## config.mk

```make
export PLATFORM = sky130hd
export DESIGN_NAME = muldiv_seq
export DESIGN_NICKNAME = d
export VERILOG_FILES = /design/src/rtl/muldiv_seq.sv
export SDC_FILE = /design/constraint.sdc
export NUM_CORES = 1
export LEC_CHECK = 0
export CORE_UTILIZATION = 54
export DETAILED_ROUTE_END_ITERATION = 8
export GPL_TIMING_DRIVEN = 0
export PLACE_DENSITY = 0.79
export REMOVE_ABC_BUFFERS = 1
export SLEW_MARGIN = 15
export SYNTH_ARGS = -nofsm -noshare
export SYNTH_HDL_FRONTEND = slang
export SYNTH_SLANG_ARGS = --single-unit
```

## constraint.sdc

```tcl
create_clock -name i_clk -period 3.4 [get_ports i_clk]
set_input_delay 1.02 -clock i_clk [delete_from_list [all_inputs] [get_ports i_clk]]
set_output_delay 1.02 -clock i_clk [all_outputs]
set_load 0.05 [all_outputs]
```

## src/rtl/muldiv_seq.sv

```systemverilog
// Sequential radix-2 multiply/divide unit for the EX stage: MULT/MULTU via shift-add,
// DIV/DIVU via restoring division, results committed to HI/LO after a sign-fix cycle.
module muldiv_seq #(
  parameter int INST_SZ = 32,
  parameter int CNT_SZ  = 6
) (
  input  logic               i_clk,
  input  logic               i_rst_n,
  input  logic               i_start_E,
  input  logic [1:0]         i_op_E,
  input  logic [INST_SZ-1:0] i_operand_a_E,
  input  logic [INST_SZ-1:0] i_operand_b_E,
  input  logic               i_flush,
  output logic               o_stall_E,
  output logic               o_busy,
  output logic               o_done,
  output logic               o_div_zero,
  output logic [INST_SZ-1:0] o_hi,
  output logic [INST_SZ-1:0] o_lo
);

  localparam int N = INST_SZ;

  typedef enum logic [1:0] {IDLE, RUN, FIX, DONE} state_t;

  state_t              state, state_nxt;
  logic [CNT_SZ-1:0]   cnt;
  logic                div_op;
  logic [N-1:0]        m_reg;      // multiplicand (mul) or divisor (div) magnitude
  logic [2*N-1:0]      acc;        // {partial product, multiplier} or {remainder, quotient}
  logic                neg_res, neg_rem, dz_flag;
  logic [N-1:0]        hi, lo;

  // Operand magnitudes and sign bits; op[0]=0 marks the signed variants.
  logic         sign_a, sign_b, accept, dz_start;
  logic [N-1:0] mag_a, mag_b;

  always_comb begin
    sign_a   = ~i_op_E[0] & i_operand_a_E[N-1];
    sign_b   = ~i_op_E[0] & i_operand_b_E[N-1];
    mag_a    = sign_a ? -i_operand_a_E : i_operand_a_E;
    mag_b    = sign_b ? -i_operand_b_E : i_operand_b_E;
    accept   = (state == IDLE) & i_start_E & ~i_flush;
    dz_start = accept & i_op_E[1] & (i_operand_b_E == '0);
  end

  // One radix-2 step of either algorithm.
  logic [N:0]     mul_sum, div_sh, div_diff;
  logic           div_ge;
  logic [2*N-1:0] acc_step;

  always_comb begin
    mul_sum  = {1'b0, acc[2*N-1:N]} + (acc[0] ? {1'b0, m_reg} : '0);
    div_sh   = acc[2*N-1:N-1];
    div_ge   = div_sh >= {1'b0, m_reg};
    div_diff = div_sh - {1'b0, m_reg};
    if (div_op)
      acc_step = {(div_ge ? div_diff[N-1:0] : div_sh[N-1:0]), acc[N-2:0], div_ge};
    else
      acc_step = {mul_sum, acc[N-1:1]};
  end

  // Sign correction applied to the unsigned result while in FIX.
  logic [2*N-1:0] prod;
  logic [N-1:0]   fix_hi, fix_lo;

  always_comb begin
    prod = neg_res ? -acc : acc;
    if (div_op) begin
      fix_lo = neg_res ? -acc[N-1:0]     : acc[N-1:0];
      fix_hi = neg_rem ? -acc[2*N-1:N]   : acc[2*N-1:N];
    end else begin
      fix_lo = prod[N-1:0];
      fix_hi = prod[2*N-1:N];
    end
  end

  // NOTE: every combinational output gets a default before the case, so no latch can form.
  always_comb begin
    state_nxt = state;
    unique case (state)
      IDLE: if (accept) state_nxt = dz_start ? DONE : RUN;
      RUN:  if (cnt == CNT_SZ'(N - 1)) state_nxt = FIX;
      FIX:  state_nxt = DONE;
      DONE: state_nxt = IDLE;
      default: state_nxt = IDLE;
    endcase
    if (i_flush) state_nxt = IDLE;
  end

  // NOTE: state is written with non-blocking assignments so every flop samples pre-edge values.
  always_ff @(posedge i_clk or negedge i_rst_n) begin
    if (!i_rst_n) begin
      state   <= IDLE;
      cnt     <= '0;
      hi      <= '0;
      lo      <= '0;
      dz_flag <= 1'b0;
    end else begin
      state <= state_nxt;
      if (accept) begin
        cnt     <= '0;
        dz_flag <= dz_start;
      end else if (state == RUN) begin
        cnt <= cnt + 1'b1;
      end
      if (!i_flush) begin
        if (state == FIX) begin
          hi <= fix_hi;
          lo <= fix_lo;
        end else if (dz_start) begin
          hi <= i_operand_a_E;
          lo <= '1;
        end
      end
    end
  end

  // NOTE: datapath registers carry no reset; they are always loaded on accept before use.
  always_ff @(posedge i_clk) begin
    if (accept) begin
      div_op  <= i_op_E[1];
      m_reg   <= i_op_E[1] ? mag_b : mag_a;
      acc     <= {{N{1'b0}}, (i_op_E[1] ? mag_a : mag_b)};
      neg_res <= sign_a ^ sign_b;
      neg_rem <= sign_a;
    end else if (state == RUN) begin
      acc <= acc_step;
    end
  end

  always_comb begin
    o_busy     = state != IDLE;
    o_done     = (state == DONE) & ~i_flush;
    o_div_zero = o_done & dz_flag;
    o_stall_E  = i_rst_n & (((state == IDLE) & i_start_E) | (state == RUN) | (state == FIX));
    o_hi       = hi;
    o_lo       = lo;
  end

endmodule

```

# Yosys cells after proc, flatten, opt, wreduce, memory -nomap -nowiden
# Index checks and enable logic that the tools add are counted.
dict set report op_classes {
  add_sub_neg 8
  order_cmp 1
  eq_ne 6
  n_mux 25
  bitwise 14
  n_reduce_logical 7
}
# op n
set op_table {}
lappend op_table {{32-bit two-way mux} 16}
lappend op_table {{64-bit two-way mux} 2}
lappend op_table {{32-bit negator} 4}
lappend op_table {{64-bit negator} 1}
lappend op_table {{32-bit by 32-bit adder with 33-bit output} 1}
lappend op_table {{33-bit by 32-bit greater-or-equal comparator with 1-bit output} 1}
lappend op_table {{32-bit logical NOT} 1}
lappend op_table {{32-bit subtractor} 1}
lappend op_table {{6-bit two-way mux} 2}
lappend op_table {{1-bit AND} 9}
lappend op_table {{2-bit two-way mux} 4}
lappend op_table {{2-bit case mux with 4 select lines} 1}
lappend op_table {{6-bit by 1-bit adder with 6-bit output (second input constant)} 1}
lappend op_table {{6-bit by 5-bit == test with 1-bit output (second input constant)} 1}
lappend op_table {{3-bit != test (second input constant)} 2}
lappend op_table {{2-bit nonzero test} 3}
lappend op_table {{2-bit == test (second input constant)} 2}
lappend op_table {{2-bit AND reduction} 2}
lappend op_table {{2-bit by 1-bit == test with 1-bit output (second input constant)} 1}
lappend op_table {{2-bit logical NOT} 1}
lappend op_table {{1-bit NOT} 2}
lappend op_table {{1-bit bitwise OR} 2}
lappend op_table {{1-bit XOR} 1}
dict set report word_totals {
  ff_bits 172
  input_bits 70
}

# Logic depth before layout (Yosys ltp)
# Gate-level depths: netlist of the first run.
dict set report logic_depth {
  depth_word 9
  depth_mapped 15
  depth_no_buf 13
}

# Least setup slack after synthesis of the first run
# Ideal clock, no wire load.
dict set report synth_timing {
  path_type {register to output}
  start {reg state[1]}
  end {out o_stall_E}
  t_arrival_ns 2.637
  t_required_ns 2.380
  slack_ns -0.257
  path_stages_with_launch 8
  n_path_buf 3
  cell_sequence {dfrtp_1 > inv_1 > ha_1 > clkbuf_1 > clkbuf_1 > buf_1 > nor2_1 > a21boi_0}
}
dict set report synth_via {
  elab_chain_len 5
}
# item line
set synth_lines {}
lappend synth_lines {{from (decl)} 26} ;# state_t state, state_nxt;
lappend synth_lines {{from (signal assigned)} 100} ;# state <= state_nxt;
lappend synth_lines {{2-bit logical NOT} 136} ;# o_stall_E = i_rst_n & (((state == IDLE) & i_start_E) | (state == RUN) | (state == FIX));
lappend synth_lines {{1-bit AND} 136}
lappend synth_lines {{1-bit bitwise OR} 136}
lappend synth_lines {{1-bit bitwise OR (*)} 136}
lappend synth_lines {{1-bit AND (*)} 136}
lappend synth_lines {{to (decl)} 14} ;# output logic o_stall_E,
# Every way passes the cells marked *; elsewhere a longest branch is shown, timed or not.

# Worst setup path in the final report of the first run
dict set report layout_timing {
  start {reg acc[27]}
  end {reg hi[25], in the netlist o_hi[25]}
}
dict set report layout_via {
  elab_chain_len 4
}
# item line
set layout_lines {}
lappend layout_lines {{from (decl)} 30} ;# logic [2*N-1:0] acc;
lappend layout_lines {{from (signal assigned)} 124} ;# acc <= {{N{1'b0}}, (i_op_E[1] ? mag_a : mag_b)};
lappend layout_lines {{from (signal assigned)} 128} ;# acc <= acc_step;
lappend layout_lines {{64-bit negator} 68} ;# prod = neg_res ? -acc : acc;
lappend layout_lines {{64-bit two-way mux} 68}
lappend layout_lines {{32-bit two-way mux} 69} ;# if (div_op) begin
lappend layout_lines {{32-bit two-way mux} 108} ;# if (state == FIX) begin
lappend layout_lines {{to (signal assigned)} 109} ;# hi <= fix_hi;
lappend layout_lines {{to (signal assigned)} 112} ;# hi <= i_operand_a_E;
lappend layout_lines {{to (decl)} 32} ;# logic [N-1:0] hi, lo;
# No other way between the ends.
# A chain may end at the register's enable or synchronous reset.

==> flow_summary.ini, run 1 <==
[outcome]
failed_checks = setup timing
status = finished with violations

[worst_setup_path]
end_kind = register
crit_fanout = 5
setup.worst_path.start = acc[27]$_DFFE_PP_
path_class = reg2reg
rr_endpoint = o_hi[25]$_DFFE_PN0P_
r2r-start = acc[27]$_DFFE_PP_
rr_worst_depth = 10
endpoint = o_hi[25]$_DFFE_PN0P_
regToRegSetupSlack_ns = -0.06
cp.arrival_ns = 3.82
cp-start-kind = register
worstPathRequired_ns = 3.76

[logic_synthesis]
ys_async_sr_fraction = 0.4244
ys.flop_type = dfrtp_1
muxShareOfSynthArea = 0.08595
yosysSeqAreaShare = 0.3099
avgSynthCellArea_um2 = 8.336
synth_top_cell_by_area = edfxtp_1
synth-simple-area-share = 0.1730
ys_seq_elements = 172
ys_warn_count = 0
synthCells = 1734
synth_area_leaders = edfxtp_1 (14%), dfrtp_1 (13%), mux2i_1 (8.5%)
synth_compound_area_frac = 0.2186
syn-cell-area_um2 = 14460
yosys.area.top_type_share = 0.1392
synth_top_family_by_area = compound AO/OA/AOI/OAI gates
synth_xor_area_frac = 0.1054
synth_top_cells_by_count = nor2_1 (180), o21ai_0 (141), nand2_1 (140), a21oi_1 (139), mux2i_1 (123)
yosysMostFrequentCell = nor2_1
synth_edf_count = 67
synthAdderAreaFrac = 0.06682
yosysUniqueCellTypes = 74

[sta]
drv_slew = 0
setup_violations = 4
setup_slack_ns = -0.06003
fin_skew_ns = 0.01526
finalCritPeriodShare = 1.018
tightest_slew_ns = 1.183
max_freq_mhz = 289.0
rsz0062_at_grt = true
fin_setup_tns_ns = -0.1406
finalCriticalPeriod_ns = 3.460
finalHoldViolCount = 0
whs_ns = 0.4518
maxSlewHeadroom = 0.2042

[routing]
viasPerCell = 6.645
finalWirelength_mm = 51.40
drt_iter0_markers = 1611
vias = 14830
detail-route-antenna-nets = 0
wire_per_inst_um = 23.03
drc = 0
first_pass_iters = 8

[power_and_ir_drop]
p_per_area_nw_per_um2 = 947.5
ir_drop_mv = 0.7221
p_leak_nw = 7.644

[layout]
n_fill_cell = 1934
final_util = 0.7044
antenna_cells = 0
final_nets = 2030
largest_register_ffs = 64
area_delta_synth_final_pct = 27.35
largest-register = acc
layout-drive-gt1-share = 0.1471

[cts]
clkTransAtPathRegs_ns = 0.08
cts_buffer_depth = 2
htreeDepth = 4
cts_root_buf = clkbuf_16
clkLatencyLatePin_ns = 0.44
clock_sinks = 172
cts_tree = built
cts_made_buffers = 17

[global_routing]
grt_max_degree = 57
grtUsageTotal = 0.3463
grt_pass1_wl_mm = 75.16
overflow = 0
antenna_found_initial = 0
first_global_vias = 13830

[floorplan]
die_height_um = 165.6
die_w_um = 165.6
core_area_um2 = 26130
dieArea_um2 = 27430
fp-row-count = 59
ios = 138
initial_utilization = 0.5531

[placed_design]
routabilityCongestion = 0.9438
hpwl_mm = 34.50
portBuffers = 137

[flow_run]
cap_violations = 0

[hold_path]
holdCritPathClass = in2async
-- cells by family (layout without fill, tap and decap cells) --
kind of cell / count (synthesis) / after routing
simple gates: 528 / 529
compound gates: 506 / 507
xor+xnor: 174 / 174
flops: 172 / 172
buf+inv: 154 / 315
mux: 124 / 124
fa+ha+maj: 76 / 76
-- power breakdown --
group / switching, mW / total (mW) / leakage [nW] / internal [mW]
Sequential: 1.13 / 4.27 / 1.78 / 3.15
Combinational: 6.57 / 11.1 / 5.58 / 4.52
Clock: 0.957 / 2.08 / 0.291 / 1.12
Total: 8.65 / 17.4 / 7.64 / 8.79
-- placed cells by master, fill, tap and decap left out, types with 13 or more instances in the layout --
cell type        count
nand2_1            138
o31ai_1             23
nand2b_1            14
edfxtp_1            67
o21ai_0            132
xor2_1              89
ha_4                13
nor2_1             162
a31oi_1             25
xnor2_1             84
a21o_1              47
ha_1                59
dfxtp_1             21
nor2b_1             16
nand4_1             20
clkbuf_16           19
a21oi_1            128
inv_1               54
nor3_1              25
mux2i_1            122
dfrtp_1             73
buf_4               54
nand3_1             23
clkdlybuf4s50_1    117
-- through the flow --
step,setup slack [ns],instance area [um2],total power [mW],instances
3_5_place_dp,-1.799,16220,13.52,2130
3_3_place_gp,-5.947,15900,13.23,2116
4_1_cts,-0.07285,17510,16.07,2186
5_1_grt,-0.1525,18410,18.30,2232
6_report,-0.06003,18410,17.44,2232
2_1_floorplan,-2.801,14110,10.61,1644
-- final cells by class --
class | instances | area, um2 | share of cell area
Multi-Input combinational cell | 1410 | 10290 | 0.5589
Sequential cell | 172 | 4508 | 0.2449
Timing Repair Buffer | 218 | 2330 | 0.1266
Clock buffer | 18 | 439.2 | 0.02386
Tap cell | 335 | 419.2 | 0.02277
Inverter | 64 | 256.5 | 0.01393
Clock inverter | 14 | 160.2 | 0.008700
Timing Repair inverter | 1 | 7.507 | 0.0004078
-- routing by layer --
metal	part of all wire	GRT usage
met5	0	0
met4	0.047	0.1499
met3	0.092	0.05137
met2	0.48	0.5809
met1	0.38	0.4450
-- worst min path at each step --
stage	cells after the start	slack, ns	endpoint	from
detailed placement	2	0.47	o_hi[24]$_DFFE_PN0P_	o_hi[24]$_DFFE_PN0P_
global route	1	0.47	o_lo[27]$_DFFE_PN0P_	i_rst_n
global placement	1	0.46	dz_flag$_DFFE_PN0P_	dz_flag$_DFFE_PN0P_
finish	1	0.45	o_lo[27]$_DFFE_PN0P_	i_rst_n
floorplan	1	0.44	dz_flag$_DFFE_PN0P_	dz_flag$_DFFE_PN0P_
CTS	2	0.49	o_hi[24]$_DFFE_PN0P_	o_hi[24]$_DFFE_PN0P_
-- critical path, stage by stage, from the launching register on --
cell	delay, ns
edfxtp_1	0.47
nor4_1	1.02
nand2_1	0.27
o21ai_0	0.33
nand2b_1	0.14
o21ai_4	0.24
o21ai_1	0.21
o41ai_2	0.29
xnor2_1	0.16
mux2i_1	0.09
o21ai_0	0.14
-- what timing repair did --
| item | in CTS | in global routing |
|---|---|---|
| pin swaps | 20 | 47 |
| gates cloned | 3 | 2 |
| hold buffers | 0 | 0 |
| setup endpoints to repair | 157 | 100 |
| setup buffers | 21 | 43 |
| resized for setup | 110 | 111 |
No activity file was read; power rests on OpenSTA's default activity.
==> run 2, diff against run 1 <==
--- a/config.mk
+++ b/config.mk
@@ -5,10 +5,13 @@
 export SDC_FILE = /design/constraint.sdc
 export NUM_CORES = 1
 export LEC_CHECK = 0
-export CORE_UTILIZATION = 54
+export CELL_PAD_IN_SITES_DETAIL_PLACEMENT = 1
+export CELL_PAD_IN_SITES_GLOBAL_PLACEMENT = 2
+export CORE_ASPECT_RATIO = 0.6
+export CORE_UTILIZATION = 32
 export DETAILED_ROUTE_END_ITERATION = 8
 export GPL_TIMING_DRIVEN = 0
-export PLACE_DENSITY = 0.79
+export PLACE_DENSITY_LB_ADDON = 0.1
 export REMOVE_ABC_BUFFERS = 1
 export SLEW_MARGIN = 15
 export SYNTH_ARGS = -nofsm -noshare
==> run 2 against run 1 <==
  * The flow still finishes with violations (setup timing)
  * First-iteration DRC count decreased by 32%
  * Wire length up 21%
  * Clock skew rose by 0.00093 ns
  * Clock power barely moved
  * Die area is 68% higher
  * Total power up 2.5%
==> flow_summary.ini, run 2 (synthesis results as in run 1) <==
[worst_setup_path]
worst_path_max_delay_cell = or4_4
path_class = reg2reg
cp-start-kind = register
crit_fanout = 5
path_buf_inv = 0
critPathMaxStageDelay_ns = 0.57
worstPathRequired_ns = 3.75
path_cells = or4_4 -> or4_4 -> or4_4 -> or3_4 -> or3_4 -> o21ai_2 -> a22oi_2 -> xor2_2 -> mux2i_1 -> o21ai_1
end_kind = register
cp.arrival_ns = 3.84
crit_family = simple AND/OR/NAND/NOR gates
crit_path_frequent_cell = or4_4

[placed_design]
dp_slack_ns = -2.481
hpwl_mm = 45.17
portBuffers = 137
routabilityCongestion = 0.8815

[global_routing]
antenna_found_initial = 2
grt_max_degree = 54
grt_pass1_wl_mm = 92.40
grtUsageTotal = 0.2646
overflow = 0
first_global_vias = 14160

[routing]
vias = 14450
detail-route-antenna-nets = 0
wire_per_inst_um = 24.93
finalWirelength_mm = 62.40
drt_iter0_markers = 1093
first_pass_iters = 5
drc = 0
viasPerCell = 5.775

[sta]
setup_slack_ns = -0.09089
fin_setup_tns_ns = -0.1752
max_freq_mhz = 286.5
whs_ns = 0.4145
finalHoldViolCount = 0
finalCritPeriodShare = 1.027
setup_violations = 3
rsz0062_at_grt = true
fin_skew_ns = 0.01619
maxSlewHeadroom = 0.2893
tightest_slew_ns = 1.065
drv_slew = 0
finalCriticalPeriod_ns = 3.491

[cts]
cts_buffer_depth = 2
cts_tree = built
htreeDepth = 4
clock_sinks = 172
clkTransAtPathRegs_ns = 0.09
clkLatencyLatePin_ns = 0.47
cts_made_buffers = 17
cts_root_buf = clkbuf_16

[outcome]
status = finished with violations
failed_checks = setup timing

[power_and_ir_drop]
ir_drop_mv = 0.4470
p_total_mw = 17.87
p_per_area_nw_per_um2 = 937.9
p_leak_nw = 7.731

[floorplan]
initial_utilization = 0.3291
die_height_um = 166.6
dieArea_um2 = 46050
die_w_um = 276.4
core_area_um2 = 43920
fp-row-count = 59
ios = 138

[layout]
final_nets = 2056
layout-drive-gt1-share = 0.1711
layout_commonest_cell = nor2_1
layout_common_cells = nor2_1 (169), nand2_1 (135), o21ai_0 (125), a21oi_1 (123), mux2i_1 (122)
regArea_um2 = 4516
final_util = 0.4339
largest-register = acc
multiInputGateArea_um2 = 10490
largest_register_ffs = 64
area_delta_synth_final_pct = 31.84
n_fill_cell = 5073

[hold_path]
holdCritPathClass = in2async

[flow_run]
cap_violations = 0
-- run 2: repair_timing --
action	in CTS	in global routing
buffers inserted	49	38
pin swaps	43	47
setup endpoints to repair	213	94
gates cloned	5	1
resized for setup	147	110
hold buffers	0	0
-- run 2: power breakdown --
group	total, mW	switching [mW]	internal [mW]
Combinational	11.5	6.99	4.55
Sequential	4.24	1.09	3.15
Clock	2.10	1.06	1.04
-- run 2: metal layers --
layer / share of wire / vias to the layer above / GRT usage / routed length (um)
li1: - / 6683 / - / -
met1: 0.52 / 7357 / 0.4101 / 32160
met2: 0.42 / 371 / 0.3876 / 26380
met3: 0.049 / 43 / 0.03732 / 3065
met4: 0.013 / 0 / 0.04154 / 788
met5: 0 / - / 0 / 0
-- run 2: path summary, 6_finish.rpt --
path	from	slack (ns)	end	depth (start not counted)
max in group asynchronous	i_rst_n	2.38	o_hi[31]$_DFFE_PN0P_	2
worst max register to register	acc[37]$_SDFFE_PP0P_	-0.09	o_hi[17]$_DFFE_PN0P_	10
worst min-delay path	i_rst_n	0.41	cnt[5]$_DFFE_PN0P_	1
worst min register to register	o_hi[14]$_DFFE_PN0P_	0.48	o_hi[14]$_DFFE_PN0P_	2
min in group i_clk	o_hi[14]$_DFFE_PN0P_	0.48	o_hi[14]$_DFFE_PN0P_	2
worst max-delay path	acc[37]$_SDFFE_PP0P_	-0.09	o_hi[17]$_DFFE_PN0P_	10
-- run 2: area by class of cell --
| cell class | instances | share of cell area |
|---|---|---|
| clock inverter | 15 | 0.007944 |
| antenna | 1 | 0.0001313 |
| timing repair buffer | 242 | 0.1283 |
| multi-input combinational | 1410 | 0.5503 |
| tap | 579 | 0.03801 |
| sequential | 172 | 0.2370 |
| timing repair inverter | 3 | 0.001182 |
| inverter | 64 | 0.01484 |
| clock buffer | 17 | 0.02232 |
-- run 2: per-stage QoR --
stage | cells | area [um2]
after floorplan | 1644 | 14110
after global placement | 2360 | 16210
after detailed placement | 2377 | 16630
after CTS | 2463 | 18280
after global routing | 2502 | 19050
final | 2503 | 19060
